File: config.mk
export PLATFORM = sky130hd
export DESIGN_NAME = cic_comp_fir_flat
export DESIGN_NICKNAME = d
export VERILOG_FILES = /design/src/rtl/cic_comp_pkg.sv /design/src/rtl/cic_comp_fir_if.sv /design/src/rtl/comp_hist_buf.sv /design/src/rtl/cic_comp_fir.sv /design/src/flat_wrapper.sv
export SDC_FILE = /design/constraint.sdc
export NUM_CORES = 1
export LEC_CHECK = 0
export CAP_MARGIN = 20
export CELL_PAD_IN_SITES_DETAIL_PLACEMENT = 0
export CELL_PAD_IN_SITES_GLOBAL_PLACEMENT = 1
export CORE_MARGIN = 2
export CORE_UTILIZATION = 40
export DETAILED_ROUTE_END_ITERATION = 8
export GPL_ROUTABILITY_DRIVEN = 0
export PLACE_DENSITY_LB_ADDON = 0.1
export SKIP_LAST_GASP = 1
export SYNTH_ARGS = -nofsm -noshare
export SYNTH_HDL_FRONTEND = slang
export SYNTH_SLANG_ARGS = --single-unit
File: constraint.sdc
create_clock -name clk -period 7.5 [get_ports clk]
set_clock_uncertainty 0.05 [all_clocks]
set_input_delay 1.5 -clock clk [delete_from_list [all_inputs] [get_ports clk]]
set_output_delay 1.5 -clock clk [all_outputs]
set_load 0.03 [all_outputs]
File: src/rtl/cic_comp_pkg.sv
// cic_comp_pkg: shared types, default coefficients and sizing helper for the CIC compensation FIR
package cic_comp_pkg;

    localparam int DEF_WIDTH      = 8;
    localparam int DEF_TAPS       = 7;
    localparam int DEF_COEF_WIDTH = 12;
    localparam int DEF_COEF_FRAC  = 10;

    typedef logic signed [DEF_COEF_WIDTH-1:0] coef_t;

    // Symmetric inverse-sinc taps; they sum to 2^DEF_COEF_FRAC for unity DC gain
    localparam coef_t COEF [DEF_TAPS] = '{
        coef_t'(-16), coef_t'(32), coef_t'(-96), coef_t'(1184),
        coef_t'(-96), coef_t'(32), coef_t'(-16)
    };

    typedef enum logic [1:0] {IDLE, MAC, RND, OUT} comp_state_e;

    // Wide enough that the full TAPS-term sum of products can never overflow
    function automatic int acc_width(int w, int cw, int t);
        return w + cw + $clog2(t) + 1;
    endfunction

endpackage

File: src/rtl/cic_comp_fir_if.sv
// cic_comp_fir_if: input and output valid/ready streams of the compensation FIR
interface cic_comp_fir_if
    import cic_comp_pkg::*;
#(
    parameter int WIDTH = DEF_WIDTH
);
    logic [WIDTH-1:0] in_data;
    logic             in_valid;
    logic             in_ready;
    logic [WIDTH-1:0] out_data;
    logic             out_valid;
    logic             out_ready;
    logic             out_sat;

    modport master (
        output in_data, in_valid, out_ready,
        input  in_ready, out_data, out_valid, out_sat
    );

    modport slave (
        input  in_data, in_valid, out_ready,
        output in_ready, out_data, out_valid, out_sat
    );
endinterface

File: src/rtl/comp_hist_buf.sv
// comp_hist_buf: TAPS-deep circular sample history with one write port and a combinational indexed read
module comp_hist_buf
    import cic_comp_pkg::*;
#(
    parameter int WIDTH = DEF_WIDTH,
    parameter int TAPS  = DEF_TAPS,
    localparam int AW   = $clog2(TAPS)
) (
    input  logic             clk,
    input  logic             rst,
    input  logic             we,
    input  logic [AW-1:0]    wa,
    input  logic [WIDTH-1:0] wd,
    input  logic [AW-1:0]    ra,
    output logic [WIDTH-1:0] rd_data
);
    logic [WIDTH-1:0] mem [TAPS];

    // Clearing on reset makes the first outputs after reset partial convolutions against zeros
    always_ff @(posedge clk) begin
        if (rst) begin
            for (int i = 0; i < TAPS; i++) mem[i] <= '0;
        end else if (we) begin
            mem[wa] <= wd;
        end
    end

    assign rd_data = mem[ra];
endmodule

File: src/rtl/cic_comp_fir.sv
// cic_comp_fir: inverse-sinc compensation FIR using one time-multiplexed MAC over a circular history
module cic_comp_fir
    import cic_comp_pkg::*;
#(
    parameter int WIDTH      = DEF_WIDTH,
    parameter int TAPS       = DEF_TAPS,
    parameter int COEF_WIDTH = DEF_COEF_WIDTH,
    parameter int COEF_FRAC  = DEF_COEF_FRAC
) (
    input  logic           clk,
    input  logic           rst,
    cic_comp_fir_if.slave  bus
);
    localparam int AW    = $clog2(TAPS);
    localparam int ACC_W = acc_width(WIDTH, COEF_WIDTH, TAPS);
    localparam logic signed [ACC_W-1:0] HALF = ACC_W'(2 ** (COEF_FRAC - 1));
    localparam logic signed [ACC_W-1:0] MAXV = ACC_W'(2 ** WIDTH - 1);
    localparam logic [AW-1:0] LAST = AW'(TAPS - 1);

    comp_state_e             state;
    logic [AW-1:0]           wp;
    logic [AW-1:0]           rd;
    logic [AW-1:0]           k;
    logic signed [ACC_W-1:0] acc;
    logic signed [ACC_W-1:0] prod;
    logic signed [ACC_W-1:0] r;
    logic [WIDTH-1:0]        hist_q;
    logic                    accept;

    assign bus.in_ready = (state == IDLE) && !rst;
    assign accept       = bus.in_valid && bus.in_ready;

    comp_hist_buf #(.WIDTH(WIDTH), .TAPS(TAPS)) u_hist (
        .clk     (clk),
        .rst     (rst),
        .we      (accept),
        .wa      (wp),
        .wd      (bus.in_data),
        .ra      (rd),
        .rd_data (hist_q)
    );

    // Samples are unsigned, so they are zero-extended before the signed multiply
    assign prod = ACC_W'(COEF[k]) * ACC_W'($signed({1'b0, hist_q}));
    // Round half up, then drop the coefficient fraction with an arithmetic shift
    assign r    = (acc + HALF) >>> COEF_FRAC;

    // Sequencer: accept, TAPS MAC cycles from newest to oldest sample, round/clamp, hold until taken
    always_ff @(posedge clk) begin
        if (rst) begin
            state         <= IDLE;
            wp            <= '0;
            rd            <= '0;
            k             <= '0;
            acc           <= '0;
            bus.out_data  <= '0;
            bus.out_valid <= 1'b0;
            bus.out_sat   <= 1'b0;
        end else begin
            case (state)
                IDLE: if (accept) begin
                    rd    <= wp;
                    k     <= '0;
                    acc   <= '0;
                    state <= MAC;
                end
                MAC: begin
                    acc   <= acc + prod;
                    k     <= k + 1'b1;
                    rd    <= (rd == '0) ? LAST : rd - 1'b1;
                    state <= (k == LAST) ? RND : MAC;
                end
                RND: begin
                    bus.out_sat   <= (r < 0) || (r > MAXV);
                    bus.out_data  <= (r < 0) ? '0 : (r > MAXV) ? '1 : r[WIDTH-1:0];
                    bus.out_valid <= 1'b1;
                    wp            <= (wp == LAST) ? '0 : wp + 1'b1;
                    state         <= OUT;
                end
                OUT: if (bus.out_ready) begin
                    bus.out_valid <= 1'b0;
                    state         <= IDLE;
                end
                default: state <= IDLE;
            endcase
        end
    end
endmodule

File: src/flat_wrapper.sv
// flat-port wrapper written by rule: the top's interface ports become plain ports
module cic_comp_fir_flat import cic_comp_pkg::*;
#(
    parameter int WIDTH      = DEF_WIDTH,
    parameter int TAPS       = DEF_TAPS,
    parameter int COEF_WIDTH = DEF_COEF_WIDTH,
    parameter int COEF_FRAC  = DEF_COEF_FRAC
)
  (clk, rst, bus_in_data, bus_in_valid, bus_out_ready, bus_in_ready, bus_out_data, bus_out_valid, bus_out_sat);
  cic_comp_fir_if #(.WIDTH(WIDTH)) bus_i ();
  input  logic clk;
  input  logic rst;
  input wire logic [$bits(bus_i.in_data)-1:0] bus_in_data;
  input wire logic [$bits(bus_i.in_valid)-1:0] bus_in_valid;
  input wire logic [$bits(bus_i.out_ready)-1:0] bus_out_ready;
  output wire logic [$bits(bus_i.in_ready)-1:0] bus_in_ready;
  output wire logic [$bits(bus_i.out_data)-1:0] bus_out_data;
  output wire logic [$bits(bus_i.out_valid)-1:0] bus_out_valid;
  output wire logic [$bits(bus_i.out_sat)-1:0] bus_out_sat;
  assign bus_i.in_data = bus_in_data;
  assign bus_i.in_valid = bus_in_valid;
  assign bus_i.out_ready = bus_out_ready;
  assign bus_in_ready = bus_i.in_ready;
  assign bus_out_data = bus_i.out_data;
  assign bus_out_valid = bus_i.out_valid;
  assign bus_out_sat = bus_i.out_sat;
  cic_comp_fir #(.WIDTH(WIDTH), .TAPS(TAPS), .COEF_WIDTH(COEF_WIDTH), .COEF_FRAC(COEF_FRAC)) u_core (.clk(clk), .rst(rst), .bus(bus_i));
endmodule
==> results of run 1 <==
worst min-delay path, cell delays in order, from the launching register on:
cell	delay, ns
sky130_fd_sc_hd__dfxtp_1	0.32
sky130_fd_sc_hd__nand2_1	0.05
sky130_fd_sc_hd__a21oi_1	0.05
cell families (layout without fill, tap and decap cells):
kind of cell,after synthesis,in the layout
multiplexers,34,34
AO/OA/AOI/OAI,138,138
flip-flops,108,108
AND/OR/NAND/NOR,247,247
adder cells (fa/ha/maj),111,111
buffers and inverters,151,166
XOR/XNOR,26,26
cell type report:
type                       count  area (µm²)  area share (%)
multi-input combinational    556        4700            53.5
clock buffer                   9         225            2.57
timing repair buffer          29         268            3.05
tap                          265         332            3.78
inverter                     121         454            5.18
clock inverter                 7        72.6           0.827
sequential                   108        2730            31.1
final timing paths:
path                                            start                                   to  slack [ns]  depth (start not counted)
hold / removal    u_core.bus.out_data[2]$_SDFFE_PP0P_  u_core.bus.out_data[2]$_SDFFE_PP0P_        0.42                          2
setup reg to reg                             register          u_core.acc[19]$_SDFFE_PP0P_        0.46                         25
setup / recovery                             register          u_core.acc[19]$_SDFFE_PP0P_        0.46                         25
hold reg to reg   u_core.bus.out_data[2]$_SDFFE_PP0P_  u_core.bus.out_data[2]$_SDFFE_PP0P_        0.42                          2
Yosys cell counts, types with 4 or more instances:
cell,number
sky130_fd_sc_hd__a21oi_1,40
sky130_fd_sc_hd__mux2i_1,18
sky130_fd_sc_hd__a31oi_1,8
sky130_fd_sc_hd__nand3_1,23
sky130_fd_sc_hd__or3_1,6
sky130_fd_sc_hd__xor2_1,11
sky130_fd_sc_hd__o21bai_1,4
sky130_fd_sc_hd__nand2_1,47
sky130_fd_sc_hd__or2_2,12
sky130_fd_sc_hd__nor2_1,88
sky130_fd_sc_hd__ha_1,58
sky130_fd_sc_hd__a22oi_1,6
sky130_fd_sc_hd__dfxtp_1,52
sky130_fd_sc_hd__edfxtp_1,56
sky130_fd_sc_hd__inv_1,121
sky130_fd_sc_hd__o21ai_0,16
sky130_fd_sc_hd__buf_2,4
sky130_fd_sc_hd__a211oi_1,8
sky130_fd_sc_hd__and2_1,10
sky130_fd_sc_hd__nor2b_1,6
sky130_fd_sc_hd__nand2b_1,7
sky130_fd_sc_hd__mux4_2,16
sky130_fd_sc_hd__nor3_1,19
sky130_fd_sc_hd__o21ai_1,5
sky130_fd_sc_hd__xnor2_1,15
sky130_fd_sc_hd__clkbuf_1,21
sky130_fd_sc_hd__and3_1,14
sky130_fd_sc_hd__fa_1,53
sky130_fd_sc_hd__o21a_1,11
sky130_fd_sc_hd__a21o_1,12
sequential cells by signal, summed over array words and instances, names as in the netlist, named ones only:
signal / flops
u_core.bus.out_valid: 1
u_core.k: 3
u_core.state: 1
u_core.wp: 3
u_core.rd: 3
u_core.acc: 20
u_core.u_hist.mem: 64
u_core.bus.out_data: 8
u_core.bus.out_sat: 1
layer usage:
metal | track usage [%] | share of wire (%) | up-vias
li1 | - | - | 2789
met3 | 2.32 | 2.3 | 21
met5 | 0 | 0 | -
met4 | 5.64 | 2.0 | 0
met2 | 30.0 | 48 | 66
met1 | 23.8 | 47 | 2726
timing repair:
action | in CTS | in global routing
hold buffers | 0 | 0
gates resized for setup | 0 | 4
endpoints found under the setup margin | 0 | 4
per-stage QoR:
stage | instance area [µm²] | setup slack, ns | instances
floorplan | 8010 | 0.859 | 815
global placement | 8470 | 0.285 | 1079
detailed placement | 8470 | 0.235 | 1079
CTS | 8760 | 0.241 | 1095
global route | 8770 | 0.0434 | 1095
finish | 8770 | 0.456 | 1095
==> results_dict.tcl, run 1 <==
set metrics [dict create \
    outcome "finished, final reports clean" \
    report.final.slew_viol_count 0 \
    finalWirelength_mm 18.2 \
    post_cts.repair.setup_buffers 0 \
    post-dp-hpwl_mm 14.4 \
    drtPass1Iterations 4 \
    synth.top_cell.area_share_pct 21.0 \
    core.rowCount 51 \
    layout-drive-gt1-share_pct 8.43 \
    dominant_combinational_cell_family_by_area_after_synthesis "adder cells" \
    floorplan.core_area_um2 19500 \
    detail_route.drc_violations 0 \
    setup.worst_path.start_class "register" \
    syn-cell-area_um2 8010 \
    most_frequent_cells_in_the_layout "sky130_fd_sc_hd__inv_1 (121), sky130_fd_sc_hd__nor2_1 (88), sky130_fd_sc_hd__ha_1 (58)" \
    crit_path_top_delay_cell "sky130_fd_sc_hd__fa_1" \
    yosysTopAreaCell "sky130_fd_sc_hd__edfxtp_1" \
    cp_top_delay_family "adder cells" \
    synth_fa_ha_area_share_pct 22.3 \
    buffer_ports.inserted 22 \
    synthesis.nets 938 \
    post_synth_and_or_nand_nor_area_fraction_pct 14.9 \
    wl_per_cell_um 16.7 \
    final_antenna_net_count 0 \
    timing.critical_path.slowest_cell_delay_ns 0.66 \
    cap_viol_max_count 0 \
    post_synthesis_share_of_cell_area_spent_on_xor_and_xnor_gates_pct 2.84 \
    synth_edf_count 56 \
    dieWidth_um 145 \
    grt_ovf 0 \
    final-setup-viol-count 0 \
    fp.dieH_um 145 \
    ctsLongestPathBuffers 2 \
    cts_inserted_buffers 9 \
    post_synth_num_cell_types 63 \
    worst-endpoint-required_ns 7.74 \
    final_cycle_share_pct 93.9 \
    fmax_mhz 142 \
    synth.yosys.warnings 0 \
    grt_pass1_wl_mm 29.9 \
    n_fill_cell 1927 \
    grt_start_max_net_pins 61 \
    pin_count 23 \
    grt_setup_unrepaired "false" \
    number_of_global_route_vias_before_repair 5655 \
    h_tree_lvl_count 3 \
    dieArea_um2 21200 \
    seq_area_frac_synth_pct 34.0 \
    finalHoldViolCount 0 \
    tritoncts_clock_tree "built" \
    antenna_cells 0 \
    min_clock_period_post_route_ns 7.04 \
    syn-instance-count 815 \
    hp-class "register to register" \
    syn_to_final_growth_pct 9.60 \
    netlist_top_cells_area "sky130_fd_sc_hd__edfxtp_1 (21%), sky130_fd_sc_hd__fa_1 (13%), sky130_fd_sc_hd__dfxtp_1 (13%)" \
    mostFrequentLayoutCell "sky130_fd_sc_hd__inv_1" \
    critPathCaptureType "register" \
    synth_async_sr_flop_share_pct 0 \
    track_usage_pct 17.8 \
    clock_transition_time_at_the_flip_flop_clock_pins_of_the_worst_setup_and_hold_paths_ns 0.09 \
    cts.root.buffer_cell "sky130_fd_sc_hd__clkbuf_16" \
    clock_latency_late_sink_ns 0.36 \
    via_count 5602 \
    hold_ws_ns 0.416 \
    antenna_violations_before_repair 0 \
    initialDrtViolationCount 255 \
    combined_buffer_and_inverter_count_along_the_critical_path 4 \
    finalSetupTns_ns 0 \
    synthFlopType "sky130_fd_sc_hd__edfxtp_1" \
    final_util_pct 44.9 \
    cp_data_arrival_time_ns 7.28 \
    num-nets-final 948 \
    synthesized_area_per_cell_um2 9.82 \
    slew_headroom_pct 32.1 \
    synthMuxAreaShare_pct 6.75 \
    critical_path.max_fanout 8 \
    yosys_register_bits 108 \
    cts_sinks 108 \
    initial_utilization_pct 41.0 \
    setup.worst_path.class "register to register" \
    worst-slew-pin-transition_ns 1.02 \
    synth_compound_area_share_pct 11.8 \
    drt-vias-per-instance 5.12 \
]
Power of run 1 is not shown: default switching activity piles up to over one toggle a cycle in this logic, so the estimate is an artifact.
==> run 2, diff against run 1 <==
CORE_UTILIZATION = 50   (was 40)
==> results_dict.tcl, run 2 (synthesis gave the netlist of run 1 again) <==
set metrics [dict create \
    syn_to_final_growth_pct 8.64 \
    final-setup-viol-count 0 \
    slew_headroom_pct 31.1 \
    grt_ovf 0 \
    h_tree_lvl_count 3 \
    floorplan.core_area_um2 15800 \
    number_of_flip_flops_in_the_largest_register 64 \
    post-dp-hpwl_mm 13.5 \
    tritoncts_clock_tree "built" \
    reg_to_reg_slack_setup_ns 0.55 \
    final_cycle_share_pct 92.6 \
    num-nets-final 946 \
    cap_viol_max_count 0 \
    grt_pass1_wl_mm 28.7 \
    finalSetupTns_ns 0 \
    worst-slew-pin-transition_ns 1.03 \
    pin_count 23 \
    cts_sinks 108 \
    final_antenna_net_count 0 \
    clock_latency_late_sink_ns 0.36 \
    post_cts.resized_instances 0 \
    dieWidth_um 131 \
    layout-drive-gt1-share_pct 7.73 \
    antenna_cells 0 \
    critPathCaptureType "register" \
    setup.worst_path.class "register to register" \
    cts.root.buffer_cell "sky130_fd_sc_hd__clkbuf_16" \
    finalHoldViolCount 0 \
    clock_transition_time_at_the_flip_flop_clock_pins_of_the_worst_setup_and_hold_paths_ns 0.08 \
    critical_path.reg2reg.endpoint "u_core.acc[19]$_SDFFE_PP0P_" \
    hp-class "register to register" \
    crit_end "u_core.acc[19]$_SDFFE_PP0P_" \
    setup.worst_path.start_class "register" \
    report.final.slew_viol_count 0 \
    via_count 5644 \
    grt_setup_unrepaired "false" \
    cp_data_arrival_time_ns 7.19 \
    final_util_pct 55.2 \
    track_usage_pct 22.0 \
    drtPass1Iterations 7 \
    detail_route.drc_violations 0 \
    post_cts_hold_buffer_count 0 \
    critical_path.max_fanout 12 \
    initial_utilization_pct 50.8 \
    most_frequent_cells_in_the_layout "sky130_fd_sc_hd__inv_1 (122), sky130_fd_sc_hd__nor2_1 (88), sky130_fd_sc_hd__ha_1 (58)" \
    finalWirelength_mm 17.2 \
    fmax_mhz 144 \
    ctsLongestPathBuffers 2 \
    cts_inserted_buffers 9 \
    layout_top_registers "u_core.u_hist.mem (64), u_core.acc (20), u_core.bus.out_data (8)" \
    worst-endpoint-required_ns 7.74 \
    drt-vias-per-instance 5.41 \
    antenna_violations_before_repair 0 \
    number_of_global_route_vias_before_repair 5627 \
    core.rowCount 46 \
    worst-r2r-cell-count 26 \
    fp.dieH_um 131 \
    buffer_ports.inserted 22 \
    n_fill_cell 1416 \
    wl_per_cell_um 16.5 \
    initialDrtViolationCount 261 \
    outcome "finished, final reports clean" \
    post_cts.repair.setup_buffers 0 \
    mostFrequentLayoutCell "sky130_fd_sc_hd__inv_1" \
    grt_start_max_net_pins 62 \
    regMostFlops "u_core.u_hist.mem" \
    dieArea_um2 17000 \
    min_clock_period_post_route_ns 6.95 \
]
-- run 2: critical path, stage by stage, from the launching register on --
cell	delay, ns
sky130_fd_sc_hd__dfxtp_1	0.44
sky130_fd_sc_hd__buf_4	0.26
sky130_fd_sc_hd__mux4_2	0.31
sky130_fd_sc_hd__mux2i_1	0.35
sky130_fd_sc_hd__nor2_1	0.20
sky130_fd_sc_hd__fa_1	0.66
sky130_fd_sc_hd__inv_1	0.17
sky130_fd_sc_hd__fa_1	0.55
sky130_fd_sc_hd__inv_1	0.05
sky130_fd_sc_hd__fa_1	0.47
sky130_fd_sc_hd__inv_1	0.06
sky130_fd_sc_hd__fa_1	0.52
sky130_fd_sc_hd__inv_1	0.04
sky130_fd_sc_hd__ha_1	0.34
sky130_fd_sc_hd__nor3_1	0.21
sky130_fd_sc_hd__nor2_1	0.09
sky130_fd_sc_hd__a31oi_1	0.21
sky130_fd_sc_hd__xnor2_1	0.15
sky130_fd_sc_hd__ha_1	0.33
sky130_fd_sc_hd__a21o_1	0.23
sky130_fd_sc_hd__a211o_1	0.29
sky130_fd_sc_hd__a21oi_1	0.13
sky130_fd_sc_hd__a221o_1	0.21
sky130_fd_sc_hd__nor2b_1	0.18
sky130_fd_sc_hd__xnor2_1	0.13
sky130_fd_sc_hd__nand2_1	0.06
sky130_fd_sc_hd__a21oi_1	0.16
-- run 2: worst min-delay path by stage --
stage                                                   start                                  end  slack (ns)  cells after the start
after floorplan                     u_core.rd[2]$_SDFFE_PP0P_                             register        0.40                      2
after global placement    u_core.bus.out_data[2]$_SDFFE_PP0P_  u_core.bus.out_data[2]$_SDFFE_PP0P_        0.39                      2
after detailed placement  u_core.bus.out_data[4]$_SDFFE_PP0P_  u_core.bus.out_data[4]$_SDFFE_PP0P_        0.41                      2
after CTS                 u_core.bus.out_data[4]$_SDFFE_PP0P_  u_core.bus.out_data[4]$_SDFFE_PP0P_        0.42                      2
after global routing      u_core.bus.out_data[4]$_SDFFE_PP0P_  u_core.bus.out_data[4]$_SDFFE_PP0P_        0.44                      2
final                     u_core.bus.out_data[4]$_SDFFE_PP0P_  u_core.bus.out_data[4]$_SDFFE_PP0P_        0.42                      2
-- run 2: area by class of cell --
class                           instances  area, µm²  area share, %
Timing Repair Buffer                   27        253           2.91
Sequential cell                       108       2720           31.3
Tap cell                              216        270           3.11
Inverter                              121        454           5.22
Clock buffer                           10        250           2.88
Clock inverter                          6       57.6          0.662
Multi-Input combinational cell        556       4690           53.9
-- run 2: metrics by stage --
| step | std cells | hold WS (ns) | worst slack (ns) | area (µm²) |
|---|---|---|---|---|
| 2_1_floorplan | 815 | 0.396 | 0.859 | 8010 |
| 3_3_place_gp | 1028 | 0.390 | 0.438 | 8390 |
| 3_5_place_dp | 1028 | 0.406 | 0.418 | 8390 |
| 4_1_cts | 1044 | 0.418 | 0.420 | 8700 |
| 5_1_grt | 1044 | 0.443 | 0.0410 | 8700 |
| 6_report | 1044 | 0.416 | 0.553 | 8700 |
-- run 2: per-layer routing --
metal	vias up	global-route usage (%)	routed length [µm]
li1	2792	-	-
met1	2749	30.0	7920
met2	87	37.1	8500
met3	16	3.22	543
met4	0	5.76	216
met5	-	0	0
Power of run 2 is left out for the same reason.
